--- config.mk ---
export PLATFORM = sky130hd
export DESIGN_NAME = axis_out_packer_flat
export DESIGN_NICKNAME = d
export VERILOG_FILES = /design/src/rtl/axis_out_packer_if.sv /design/src/rtl/axis_out_packer.sv /design/src/flat_wrapper.sv
export SDC_FILE = /design/constraint.sdc
export NUM_CORES = 2
export LEC_CHECK = 0
export CAP_MARGIN = 10
export CORE_UTILIZATION = 40
export CTS_CLUSTER_SIZE = 25
export DETAILED_ROUTE_END_ITERATION = 10
export GPL_TIMING_DRIVEN = 0
export PLACE_DENSITY = 0.6
export SLEW_MARGIN = 10
export SYNTH_ARGS = -nofsm -noshare
export SYNTH_HDL_FRONTEND = slang
export SYNTH_SLANG_ARGS = --single-unit
--- constraint.sdc ---
create_clock -name aclk -period 31.8 [get_ports aclk]
set_input_delay 3.18 -clock aclk [delete_from_list [all_inputs] [get_ports aclk]]
set_output_delay 3.18 -clock aclk [all_outputs]
set_load 0.1 [all_outputs]
--- src/rtl/axis_out_packer_if.sv ---
// Stream bundle for axis_out_packer: the ROWS-lane input beat channel and the packed AXI-Stream output.
// The packer takes the slave view; whoever feeds beats and accepts words takes the master view.
interface axis_out_packer_if #(
    parameter int ROWS    = 8,
    parameter int Y_BITS  = 24,
    parameter int M_WIDTH = 128
);
    logic                   s_valid;
    logic                   s_ready;
    logic [ROWS*Y_BITS-1:0] s_data;
    logic                   s_last;
    logic                   m_axis_tvalid;
    logic                   m_axis_tready;
    logic [M_WIDTH-1:0]     m_axis_tdata;
    logic [M_WIDTH/8-1:0]   m_axis_tkeep;
    logic                   m_axis_tlast;

    modport slave (
        input  s_valid, s_data, s_last, m_axis_tready,
        output s_ready, m_axis_tvalid, m_axis_tdata, m_axis_tkeep, m_axis_tlast
    );

    modport master (
        output s_valid, s_data, s_last, m_axis_tready,
        input  s_ready, m_axis_tvalid, m_axis_tdata, m_axis_tkeep, m_axis_tlast
    );
endinterface

--- src/rtl/axis_out_packer.sv ---
// Output packer: saturates ROWS signed lanes to a runtime element width and packs them
// little-endian into M_WIDTH-bit AXI-Stream words, collecting narrow beats or splitting wide ones.
module axis_out_packer #(
    parameter int ROWS    = 8,
    parameter int Y_BITS  = 24,
    parameter int M_WIDTH = 128
) (
    input  logic             aclk,
    input  logic             rst,
    input  logic [1:0]       cfg_mode,
    output logic             sat_flag,
    axis_out_packer_if.slave bus
);
    localparam int BEAT_W = ROWS * 32;
    localparam int KEEP_W = M_WIDTH / 8;
    localparam int CNT_W  = $clog2(M_WIDTH / 8) + 1;
    localparam int SIDX_W = $clog2(ROWS) + 1;
    localparam int IN_W8  = ROWS * 8;
    localparam int IN_W16 = ROWS * 16;
    localparam int IN_W32 = ROWS * 32;
    localparam int N8     = (IN_W8  < M_WIDTH) ? M_WIDTH / IN_W8  : 1;
    localparam int N16    = (IN_W16 < M_WIDTH) ? M_WIDTH / IN_W16 : 1;
    localparam int N32    = (IN_W32 < M_WIDTH) ? M_WIDTH / IN_W32 : 1;
    localparam int K8     = (IN_W8  > M_WIDTH) ? IN_W8  / M_WIDTH : 1;
    localparam int K16    = (IN_W16 > M_WIDTH) ? IN_W16 / M_WIDTH : 1;
    localparam int K32    = (IN_W32 > M_WIDTH) ? IN_W32 / M_WIDTH : 1;

    typedef enum logic [0:0] {
        ST_FILL  = 1'b0,
        ST_SPLIT = 1'b1
    } state_t;

    // Returns {clamped, value sign-extended to 32b} for one lane at the element width of mode.
    function automatic logic [32:0] convert_lane(input logic [Y_BITS-1:0] lane, input logic [1:0] mode);
        logic signed [31:0] v;
        logic signed [31:0] hi;
        logic signed [31:0] lo;
        logic [32:0]        res;
        v = 32'(signed'(lane));
        case (mode)
            2'd0: begin
                hi = 32'sd127;
                lo = -32'sd128;
            end
            2'd1: begin
                hi = 32'sd32767;
                lo = -32'sd32768;
            end
            default: begin
                hi = 32'sh7fffffff;
                lo = 32'sh80000000;
            end
        endcase
        if (v > hi) begin
            res = {1'b1, hi};
        end else if (v < lo) begin
            res = {1'b1, lo};
        end else begin
            res = {1'b0, v};
        end
        return res;
    endfunction

    state_t              state_r;
    logic                run_r;
    logic                in_pkt_r;
    logic [1:0]          mode_r;
    logic                sat_r;
    logic [M_WIDTH-1:0]  acc_r;
    logic [CNT_W-1:0]    fill_cnt_r;
    logic                word_wait_r;
    logic [KEEP_W-1:0]   wait_keep_r;
    logic                wait_last_r;
    logic [BEAT_W-1:0]   split_r;
    logic [SIDX_W-1:0]   slice_idx_r;
    logic [SIDX_W-1:0]   k_r;
    logic                split_last_r;
    logic                tvalid_r;
    logic [M_WIDTH-1:0]  tdata_r;
    logic [KEEP_W-1:0]   tkeep_r;
    logic                tlast_r;

    logic [1:0]          mode_eff_s;
    logic [31:0]         in_bytes_s;
    logic [CNT_W-1:0]    n_beats_s;
    logic [SIDX_W-1:0]   k_slices_s;
    logic                is_split_s;
    logic [32:0]         lane_conv_s [ROWS];
    logic [BEAT_W-1:0]   beat_s;
    logic                beat_sat_s;
    logic [31:0]         fill_pos_s;
    logic [31:0]         filled_bytes_s;
    logic [M_WIDTH-1:0]  acc_next_s;
    logic [CNT_W-1:0]    cnt_next_s;
    logic                fill_done_s;
    logic [KEEP_W-1:0]   keep_next_s;
    logic [M_WIDTH-1:0]  slice_s;
    logic                s_ready_s;
    logic                out_free_s;
    logic                accept_s;

    // The first beat of a packet uses the live cfg_mode; later beats use the latched one.
    always_comb begin
        mode_eff_s = in_pkt_r ? mode_r : cfg_mode;
        case (mode_eff_s)
            2'd0: begin
                in_bytes_s = 32'(ROWS);
                n_beats_s  = CNT_W'(N8);
                k_slices_s = SIDX_W'(K8);
            end
            2'd1: begin
                in_bytes_s = 32'(ROWS * 2);
                n_beats_s  = CNT_W'(N16);
                k_slices_s = SIDX_W'(K16);
            end
            default: begin
                in_bytes_s = 32'(ROWS * 4);
                n_beats_s  = CNT_W'(N32);
                k_slices_s = SIDX_W'(K32);
            end
        endcase
        is_split_s = (k_slices_s != SIDX_W'(1));
    end

    // Per-lane saturation, then lane i is placed at element slot i of the beat.
    always_comb begin
        beat_s     = '0;
        beat_sat_s = 1'b0;
        for (int i = 0; i < ROWS; i++) begin
            lane_conv_s[i] = convert_lane(bus.s_data[Y_BITS*i +: Y_BITS], mode_eff_s);
            beat_sat_s     = beat_sat_s | lane_conv_s[i][32];
            case (mode_eff_s)
                2'd0:    beat_s[8*i +: 8]   = lane_conv_s[i][7:0];
                2'd1:    beat_s[16*i +: 16] = lane_conv_s[i][15:0];
                default: beat_s[32*i +: 32] = lane_conv_s[i][31:0];
            endcase
        end
    end

    // Accumulator update, word-complete detection and byte enables for the word being built.
    always_comb begin
        fill_pos_s     = 32'(fill_cnt_r) * in_bytes_s * 32'd8;
        acc_next_s     = acc_r | (M_WIDTH'(beat_s) << fill_pos_s);
        cnt_next_s     = fill_cnt_r + CNT_W'(1);
        fill_done_s    = (cnt_next_s == n_beats_s) || bus.s_last;
        filled_bytes_s = 32'(cnt_next_s) * in_bytes_s;
        for (int b = 0; b < KEEP_W; b++) begin
            keep_next_s[b] = (32'(b) < filled_bytes_s);
        end
        slice_s = M_WIDTH'(split_r >> (32'(slice_idx_r) * 32'(M_WIDTH)));
    end

    // Handshake qualifiers; s_ready never looks at s_valid.
    always_comb begin
        if (run_r && (state_r == ST_FILL) && !word_wait_r) begin
            s_ready_s = 1'b1;
        end else begin
            s_ready_s = 1'b0;
        end
        out_free_s = !tvalid_r || bus.m_axis_tready;
        accept_s   = bus.s_valid && s_ready_s;
    end

    // Packet bookkeeping, FILL/SPLIT sequencing and the single output register stage.
    always_ff @(posedge aclk or posedge rst) begin
        if (rst) begin
            state_r      <= ST_FILL;
            run_r        <= 1'b0;
            in_pkt_r     <= 1'b0;
            mode_r       <= 2'd0;
            sat_r        <= 1'b0;
            acc_r        <= '0;
            fill_cnt_r   <= '0;
            word_wait_r  <= 1'b0;
            wait_keep_r  <= '0;
            wait_last_r  <= 1'b0;
            split_r      <= '0;
            slice_idx_r  <= '0;
            k_r          <= '0;
            split_last_r <= 1'b0;
            tvalid_r     <= 1'b0;
            tdata_r      <= '0;
            tkeep_r      <= '0;
            tlast_r      <= 1'b0;
        end else begin
            run_r <= 1'b1;
            if (tvalid_r && bus.m_axis_tready) begin
                tvalid_r <= 1'b0;
            end
            if (accept_s) begin
                in_pkt_r <= !bus.s_last;
                if (!in_pkt_r) begin
                    mode_r <= cfg_mode;
                    sat_r  <= beat_sat_s;
                end else begin
                    sat_r  <= sat_r | beat_sat_s;
                end
            end
            case (state_r)
                ST_FILL: begin
                    if (word_wait_r) begin
                        if (out_free_s) begin
                            tvalid_r    <= 1'b1;
                            tdata_r     <= acc_r;
                            tkeep_r     <= wait_keep_r;
                            tlast_r     <= wait_last_r;
                            acc_r       <= '0;
                            word_wait_r <= 1'b0;
                        end
                    end else if (accept_s) begin
                        if (is_split_s) begin
                            split_r      <= beat_s;
                            split_last_r <= bus.s_last;
                            k_r          <= k_slices_s;
                            state_r      <= ST_SPLIT;
                            if (out_free_s) begin
                                tvalid_r    <= 1'b1;
                                tdata_r     <= M_WIDTH'(beat_s);
                                tkeep_r     <= '1;
                                tlast_r     <= 1'b0;
                                slice_idx_r <= SIDX_W'(1);
                            end else begin
                                slice_idx_r <= '0;
                            end
                        end else if (fill_done_s) begin
                            fill_cnt_r <= '0;
                            if (out_free_s) begin
                                tvalid_r <= 1'b1;
                                tdata_r  <= acc_next_s;
                                tkeep_r  <= keep_next_s;
                                tlast_r  <= bus.s_last;
                                acc_r    <= '0;
                            end else begin
                                // Completed word parks in the accumulator behind the held output.
                                acc_r       <= acc_next_s;
                                wait_keep_r <= keep_next_s;
                                wait_last_r <= bus.s_last;
                                word_wait_r <= 1'b1;
                            end
                        end else begin
                            acc_r      <= acc_next_s;
                            fill_cnt_r <= cnt_next_s;
                        end
                    end
                end
                ST_SPLIT: begin
                    if (out_free_s) begin
                        tvalid_r    <= 1'b1;
                        tdata_r     <= slice_s;
                        tkeep_r     <= '1;
                        tlast_r     <= split_last_r && (slice_idx_r == k_r - SIDX_W'(1));
                        slice_idx_r <= slice_idx_r + SIDX_W'(1);
                        if (slice_idx_r == k_r - SIDX_W'(1)) begin
                            state_r <= ST_FILL;
                        end
                    end
                end
                default: begin
                    state_r <= ST_FILL;
                end
            endcase
        end
    end

    assign bus.s_ready       = s_ready_s;
    assign bus.m_axis_tvalid = tvalid_r;
    assign bus.m_axis_tdata  = tdata_r;
    assign bus.m_axis_tkeep  = tkeep_r;
    assign bus.m_axis_tlast  = tlast_r;
    assign sat_flag          = sat_r;

endmodule
--- src/flat_wrapper.sv ---
// flat-port wrapper written by rule: the top's interface ports become plain ports
module axis_out_packer_flat 
#(
    parameter int ROWS    = 8,
    parameter int Y_BITS  = 24,
    parameter int M_WIDTH = 128
)
  (aclk, rst, cfg_mode, sat_flag, bus_s_valid, bus_s_data, bus_s_last, bus_m_axis_tready, bus_s_ready, bus_m_axis_tvalid, bus_m_axis_tdata, bus_m_axis_tkeep, bus_m_axis_tlast);
  axis_out_packer_if #(.ROWS(ROWS), .Y_BITS(Y_BITS), .M_WIDTH(M_WIDTH)) bus_i ();
  input  logic aclk;
  input  logic rst;
  input  logic [1:0] cfg_mode;
  output logic sat_flag;
  input wire logic [$bits(bus_i.s_valid)-1:0] bus_s_valid;
  input wire logic [$bits(bus_i.s_data)-1:0] bus_s_data;
  input wire logic [$bits(bus_i.s_last)-1:0] bus_s_last;
  input wire logic [$bits(bus_i.m_axis_tready)-1:0] bus_m_axis_tready;
  output wire logic [$bits(bus_i.s_ready)-1:0] bus_s_ready;
  output wire logic [$bits(bus_i.m_axis_tvalid)-1:0] bus_m_axis_tvalid;
  output wire logic [$bits(bus_i.m_axis_tdata)-1:0] bus_m_axis_tdata;
  output wire logic [$bits(bus_i.m_axis_tkeep)-1:0] bus_m_axis_tkeep;
  output wire logic [$bits(bus_i.m_axis_tlast)-1:0] bus_m_axis_tlast;
  assign bus_i.s_valid = bus_s_valid;
  assign bus_i.s_data = bus_s_data;
  assign bus_i.s_last = bus_s_last;
  assign bus_i.m_axis_tready = bus_m_axis_tready;
  assign bus_s_ready = bus_i.s_ready;
  assign bus_m_axis_tvalid = bus_i.m_axis_tvalid;
  assign bus_m_axis_tdata = bus_i.m_axis_tdata;
  assign bus_m_axis_tkeep = bus_i.m_axis_tkeep;
  assign bus_m_axis_tlast = bus_i.m_axis_tlast;
  axis_out_packer #(.ROWS(ROWS), .Y_BITS(Y_BITS), .M_WIDTH(M_WIDTH)) u_core (.aclk(aclk), .rst(rst), .cfg_mode(cfg_mode), .sat_flag(sat_flag), .bus(bus_i));
endmodule
---- Word-level counts from Yosys, hierarchy flattened ----
Index checks and enable logic that the tools add are counted.
cells by class
  shift-type cells ........................ 2
  reduce and logical (&&, ||, !) cells .... 20
  add/sub/neg operators ................... 3
  equal/unequal tests ..................... 16
  bitwise logic cells ..................... 13
  mux-type cells .......................... 101
  multipliers ............................. 2
  $lt $le $gt $ge ......................... 32
operator list
  operator                                                    number
  two-way mux 128 bit                                         14
  two-way mux 33 bit                                          16
  > comparator 24 x 32 -> 1 bit                               8
  less-than comparator 24 x 32 -> 1 bit                       8
  less-than comparator 4 x 32 -> 1 bit, first input constant  8
  one-hot mux 128 bit (2 select lines)                        1
  right shift 256 x 11 -> 128 bit                             1
  two-way mux 16 bit                                          14
  two-way mux 32 bit                                          6
  less-than comparator 3 x 32 -> 1 bit, first input constant  4
  bitwise OR 128 bit                                          1
  << shifter 128 x 32 -> 128 bit                              1
  one-hot mux 31 bit (2 select lines)                         2
  less-than comparator 1 x 32 -> 1 bit, first input constant  2
  less-than comparator 2 x 32 -> 1 bit, first input constant  2
  two-way mux 8 bit                                           7
  one-hot mux 16 bit (2 select lines)                         1
  two-way mux 1 bit                                           27
  multiplier 5 x 6 -> 11 bit                                  2
  AND reduction 4 bit                                         5
  two-way mux 4 bit                                           4
  one-hot mux 6 bit (2 select lines)                          1
  AND reduction 6 bit                                         2
  != test 3 bit, second input constant                        3
  other kinds (23)                                            49
word-level totals
  output and inout port bits .............. 148
  bits in registers ....................... 568

---- Logic depth before layout (Yosys ltp) ----
  word-level depth ........................ 16
  mapped depth ............................ 26
  mapped depth without buffers ............ 19

---- Worst setup path after synthesis ----
OpenSTA, ideal clock, no wires.
  kind .................................... input -> register
  from .................................... in cfg_mode[1]
  to ...................................... reg u_core.tdata_r[89], in the netlist u_core.bus.m_axis_tdata[89]
  setup slack ............................. 21.338 ns
  arrival ................................. 10.379 ns
  path buffers ............................ 6
  required time ........................... 31.717 ns
  stages .................................. 22
  library setup time ...................... 0.083 ns
  path through ............................ mux2i_2 -> buf_4 -> buf_2 -> buf_2 -> buf_1 -> buf_1 -> ha_1 -> or4_1 -> a2111oi_0 -> o21ai_0 -> o211ai_1 -> a31oi_1 -> o31a_1 -> ha_1 -> inv_2 -> nand2_1 -> a21oi_1 -> nand2_1 -> a21oi_1 -> buf_2 -> o211ai_1 -> o21ai_0
RTL lines
  element                                                             line                    source
  from (decl)                                                         flat_wrapper.sv:12      input logic [1:0] cfg_mode;
  two-way mux 2 bit *                                                 -
  == test 2 x 1 -> 1 bit / logical NOT 2 bit (equally long branches)  axis_out_packer.sv:105  case (mode_eff_s)
  OR reduction 2 bit (no line) *                                      -
  two-way mux 2 bit *                                                 axis_out_packer.sv:105
  named net u_core.k_slices_s[0]                                      axis_out_packer.sv:86   logic [SIDX_W-1:0] k_slices_s;
  != test 2 x 1 -> 1 bit *                                            axis_out_packer.sv:122  is_split_s = (k_slices_s != SIDX_W'(1));
  two-way mux 128 bit                                                 axis_out_packer.sv:211  if (is_split_s) begin
  two-way mux 128 bit                                                 axis_out_packer.sv:210  end else if (accept_s) begin
  two-way mux 128 bit                                                 axis_out_packer.sv:201  if (word_wait_r) begin
  one-hot mux 128 bit (2 select lines)                                axis_out_packer.sv:199  case (state_r)
  to (signal assigned)                                                axis_out_packer.sv:204  tdata_r <= acc_r;
  to (signal assigned)                                                axis_out_packer.sv:218  tdata_r <= M_WIDTH'(beat_s);
  to (signal assigned)                                                axis_out_packer.sv:229  tdata_r <= acc_next_s;
  to (decl)                                                           axis_out_packer.sv:79   logic [M_WIDTH-1:0] tdata_r;
Mark *: on every way through the listed nets, which the timed path passes. The rest lies on a longest branch. The select of a mux whose other input is x is not followed.
A chain may end at the register's enable or synchronous reset.

---- Worst setup path in the final report ----
  from .................................... in cfg_mode[1]
  to ...................................... reg u_core.acc_r[76]
RTL lines
  element                                                             line                    source
  two-way mux 2 bit *                                                 -
  == test 2 x 1 -> 1 bit / logical NOT 2 bit (equally long branches)  axis_out_packer.sv:105
  one-hot mux 6 bit (2 select lines) *                                axis_out_packer.sv:105
  named net u_core.in_bytes_s[5]                                      axis_out_packer.sv:84   logic [31:0] in_bytes_s;
  multiplier 5 x 6 -> 11 bit *                                        axis_out_packer.sv:142  fill_pos_s = 32'(fill_cnt_r) * in_bytes_s * 32'd8;
  << shifter 128 x 32 -> 128 bit *                                    axis_out_packer.sv:143  acc_next_s = acc_r | (M_WIDTH'(beat_s) << fill_pos_s);
  bitwise OR 128 bit *                                                axis_out_packer.sv:143
  two-way mux 128 bit                                                 axis_out_packer.sv:227  if (out_free_s) begin
  two-way mux 128 bit *                                               axis_out_packer.sv:225  end else if (fill_done_s) begin
  two-way mux 128 bit *                                               axis_out_packer.sv:211
  two-way mux 128 bit *                                               axis_out_packer.sv:210
  two-way mux 128 bit *                                               axis_out_packer.sv:201
  to (signal assigned)                                                axis_out_packer.sv:235  acc_r <= acc_next_s;
  to (signal assigned)                                                axis_out_packer.sv:241  acc_r <= acc_next_s;
  to (decl)                                                           axis_out_packer.sv:69   logic [M_WIDTH-1:0] acc_r;
Marked as above.

==> results.json <==
{
  "status": "finished, final reports clean",
  "synth_seq_cells": 524,
  "final_core_util_pct": 49.2,
  "path_class": "input pin to flop",
  "cts_resized": 0,
  "initial_utilization_pct": 40.5,
  "synth_edf_count": 0,
  "crit_arrival_ns": 11.68,
  "max-cap-violations": 0,
  "grt_pass1_wl_mm": 288,
  "overflow": 0,
  "std_cell_rows": 108,
  "cts_setup_buffers": 0,
  "numCtsBuffers": 67,
  "min_period_ns": 11.16,
  "min_path_type": "flop to flop",
  "fin_worst_skew_ns": 0.0294,
  "critPathMostFrequentCell": "buf_2",
  "post-dp-hpwl_mm": 165,
  "rsz0062_at_grt": "false",
  "fmax_mhz": 89.6,
  "area_delta_synth_final_pct": 21.5,
  "setup_viol": 0,
  "postSynthAreaPerCell_um2": 8.58,
  "firstDrtPassIters": 8,
  "die_w_um": 299,
  "fin_nets": 5091,
  "end_kind": "flop",
  "synth-seq-area-share_pct": 37.1,
  "syn_nets": 4655,
  "grt_pass1_vias": 35800,
  "grt_max_degree": 112,
  "nFillCells": 8575,
  "critPathSlowestCell": "buf_1",
  "finalCritPeriodShare_pct": 35.1,
  "synth_area_mm2": 0.0353,
  "postCtsHoldBufs": 0,
  "slew_headroom_pct": 6.93,
  "holdPathEnd": "u_core.k_r[1]$_DFFE_PP0P_",
  "fp.dieH_um": 299,
  "worstReg2RegEnd": "u_core.acc_r[76]$_DFFE_PP0P_",
  "root_buffer": "clkbuf_16",
  "slew_viol_final": 0,
  "vias": 38100,
  "grt_antenna_before_repair": 11,
  "tightest_slew_ns": 1.40,
  "viasPerCell": 6.61,
  "htreeDepth": 3,
  "critical_path.cell_chain": "clkdlybuf4s50_1 -> mux2i_2 -> inv_1 -> buf_2 -> buf_2 -> buf_2 -> buf_1 -> buf_2 -> buf_12 -> ha_1 -> inv_1 -> a2111oi_0 -> o21ai_0 -> o211ai_1 -> a31oi_1 -> o31a_1 -> ha_1 -> clkbuf_1 -> nand2_1 -> o21ai_0 -> a21boi_0 -> nor3_1 -> nor3_1 -> nor2_1",
  "postRouteWirelength_mm": 213,
  "port_buffers": 345,
  "wl_per_cell_um": 37.0,
  "drive_gt1_share_pct": 7.50,
  "cts_tree": "yes",
  "reg2regPathDepth": 24,
  "whs_path_depth": 2,
  "cts_sinks": 524,
  "place.gp.congestion": 1.08,
  "syn_inst": 4118,
  "crit_path_max_incr_delay_ns": 1.04,
  "core_area_mm2": 0.0872,
  "clock_latency_ns": 0.65,
  "r2r-start": "u_core.in_pkt_r$_DFFE_PP0P_",
  "worstHoldStart": "u_core.k_r[1]$_DFFE_PP0P_",
  "synth.distinct_cells": 103,
  "layout_commonest_cell": "nand2_1",
  "drc": 0,
  "clk_pin_slew_ns": 0.06,
  "tns_ns": 0,
  "synth-async-reset-ratio_pct": 100,
  "drt_first_iter_violations": 5084,
  "postRouteAntennaNets": 0,
  "worst_setup_path_start_kind": "input pin",
  "cts_buffer_depth": 3,
  "r2r_slack_ns": 23.08,
  "dieArea_mm2": 0.0895,
  "hold_viol": 0,
  "grt_usage_pct": 46.4,
  "synth_flop_cell": "dfrtp_1",
  "crit_fanout": 30,
  "cp.required_ns": 32.32,
  "whs_ns": 0.458,
  "boundaryPins": 347,
  "synth_warnings": 0,
  "final_cell_mix": "nand2_1 (534), dfrtp_1 (524), a21oi_1 (422), o21ai_0 (404), clkdlybuf4s50_1 (345)"
}
[layout make-up]
cell class              count  area, µm²  area share (%)
multi-input cells        3209      20600            47.9
flip-flops and latches    524      13100            30.6
repair buffers            367       3860            9.00
clock buffers              95       1940            4.53
well taps                1155       1450            3.37
plain buffers             295       1330            3.11
inverters                  90        345           0.805
clock inverters            21        279           0.650
diodes                      6       15.0          0.0350
[metal layers]
metal  GRT usage, %  up-vias  share of wire (%)
li1               -    16000                  -
met1           59.6    18800                 39
met2           66.7     2546                 41
met3           14.9      649                 12
met4           30.9       16                7.8
met5              0        -              0.054
[cell families after synthesis]
kind of cell / Yosys count / synth area share [%]
other: 1 / 0.0106
xor gates and xnor gates: 11 / 0.273
DFF: 524 / 37.1
buffers and inverters: 385 / 4.67
and+or+nand+nor: 1224 / 15.6
AOI/OAI and AO/OA: 1527 / 27.1
muxes: 108 / 3.19
adders and majority gates: 338 / 12.1
[how the worst max path moves through the flow]
stage                      from  depth (start not counted)  slack (ns)                                to
floorplan                   rst                          1       13.98       u_core.acc_r[0]$_DFFE_PP0P_
finish              cfg_mode[1]                         24       20.64      u_core.acc_r[76]$_DFFE_PP0P_
CTS                 cfg_mode[1]                         24       20.98      u_core.acc_r[76]$_DFFE_PP0P_
global placement            rst                          2        6.22  u_core.fill_cnt_r[4]$_DFFE_PP0P_
detailed placement  cfg_mode[1]                         24       20.33      u_core.acc_r[76]$_DFFE_PP0P_
global route        cfg_mode[1]                         24       20.67      u_core.acc_r[83]$_DFFE_PP0P_
[through the flow]
step	std cells	worst slack (ns)	instance area, µm²
2_1_floorplan	4118	13.98	35300
5_1_grt	5756	20.67	42900
3_5_place_dp	5640	20.33	40700
4_1_cts	5756	20.98	42900
3_3_place_gp	5618	6.22	40200
6_report	5762	20.64	42900
[cell usage after synthesis (all sizes together), types with 10 or more instances]
| cell | count | area, µm² |
|---|---|---|
| a2111oi | 25 | 258 |
| a211oi | 46 | 345 |
| a21o | 54 | 405 |
| a21oi | 431 | 2200 |
| a221oi | 11 | 120 |
| a22oi | 31 | 233 |
| a311oi | 17 | 161 |
| a31o | 12 | 105 |
| a31oi | 88 | 557 |
| a32o | 10 | 100 |
| a32oi | 29 | 254 |
| and2 | 11 | 68.8 |
| and3 | 31 | 194 |
| buf | 138 | 723 |
| clkbuf | 157 | 589 |
| dfrtp | 524 | 13100 |
| ha | 332 | 4150 |
| inv | 87 | 327 |
| mux2 | 23 | 259 |
| mux2i | 85 | 867 |
| nand2 | 535 | 2010 |
| nand2b | 47 | 302 |
| nand3 | 89 | 445 |
| nand4 | 49 | 313 |
| nor2 | 288 | 1110 |
| nor2b | 26 | 163 |
| nor3 | 85 | 425 |
| nor4 | 24 | 156 |
| o211ai | 59 | 448 |
| o21a | 35 | 263 |
| o21ai | 469 | 2360 |
| o21bai | 21 | 158 |
| o221ai | 25 | 231 |
| o22a | 13 | 114 |
| o22ai | 36 | 238 |
| o31a | 14 | 124 |
| o31ai | 25 | 206 |
| o32a | 10 | 100 |
| or3 | 12 | 75.1 |
[state kept, by name, indices dropped and copies added (netlist names), 2 cells and up]
signal,flops
u_core.bus.m_axis_tdata,128
u_core.slice_idx_r,4
u_core.bus.m_axis_tkeep,16
u_core.fill_cnt_r,5
u_core.mode_r,2
u_core.wait_keep_r,2
u_core.k_r,2
u_core.split_r,228
u_core.acc_r,128
[worst max-delay path: cells and delay by family]
family | cells | cell delay [ns]
buf+inv | 10 | 4.59
compound gates | 7 | 1.93
simple gates | 4 | 1.10
fa+ha+maj | 2 | 0.68
mux | 1 | 0.11
Power is left out: the tool's default activity adds up to more than one toggle a clock period on the data nets, which glitch-free logic cannot reach.
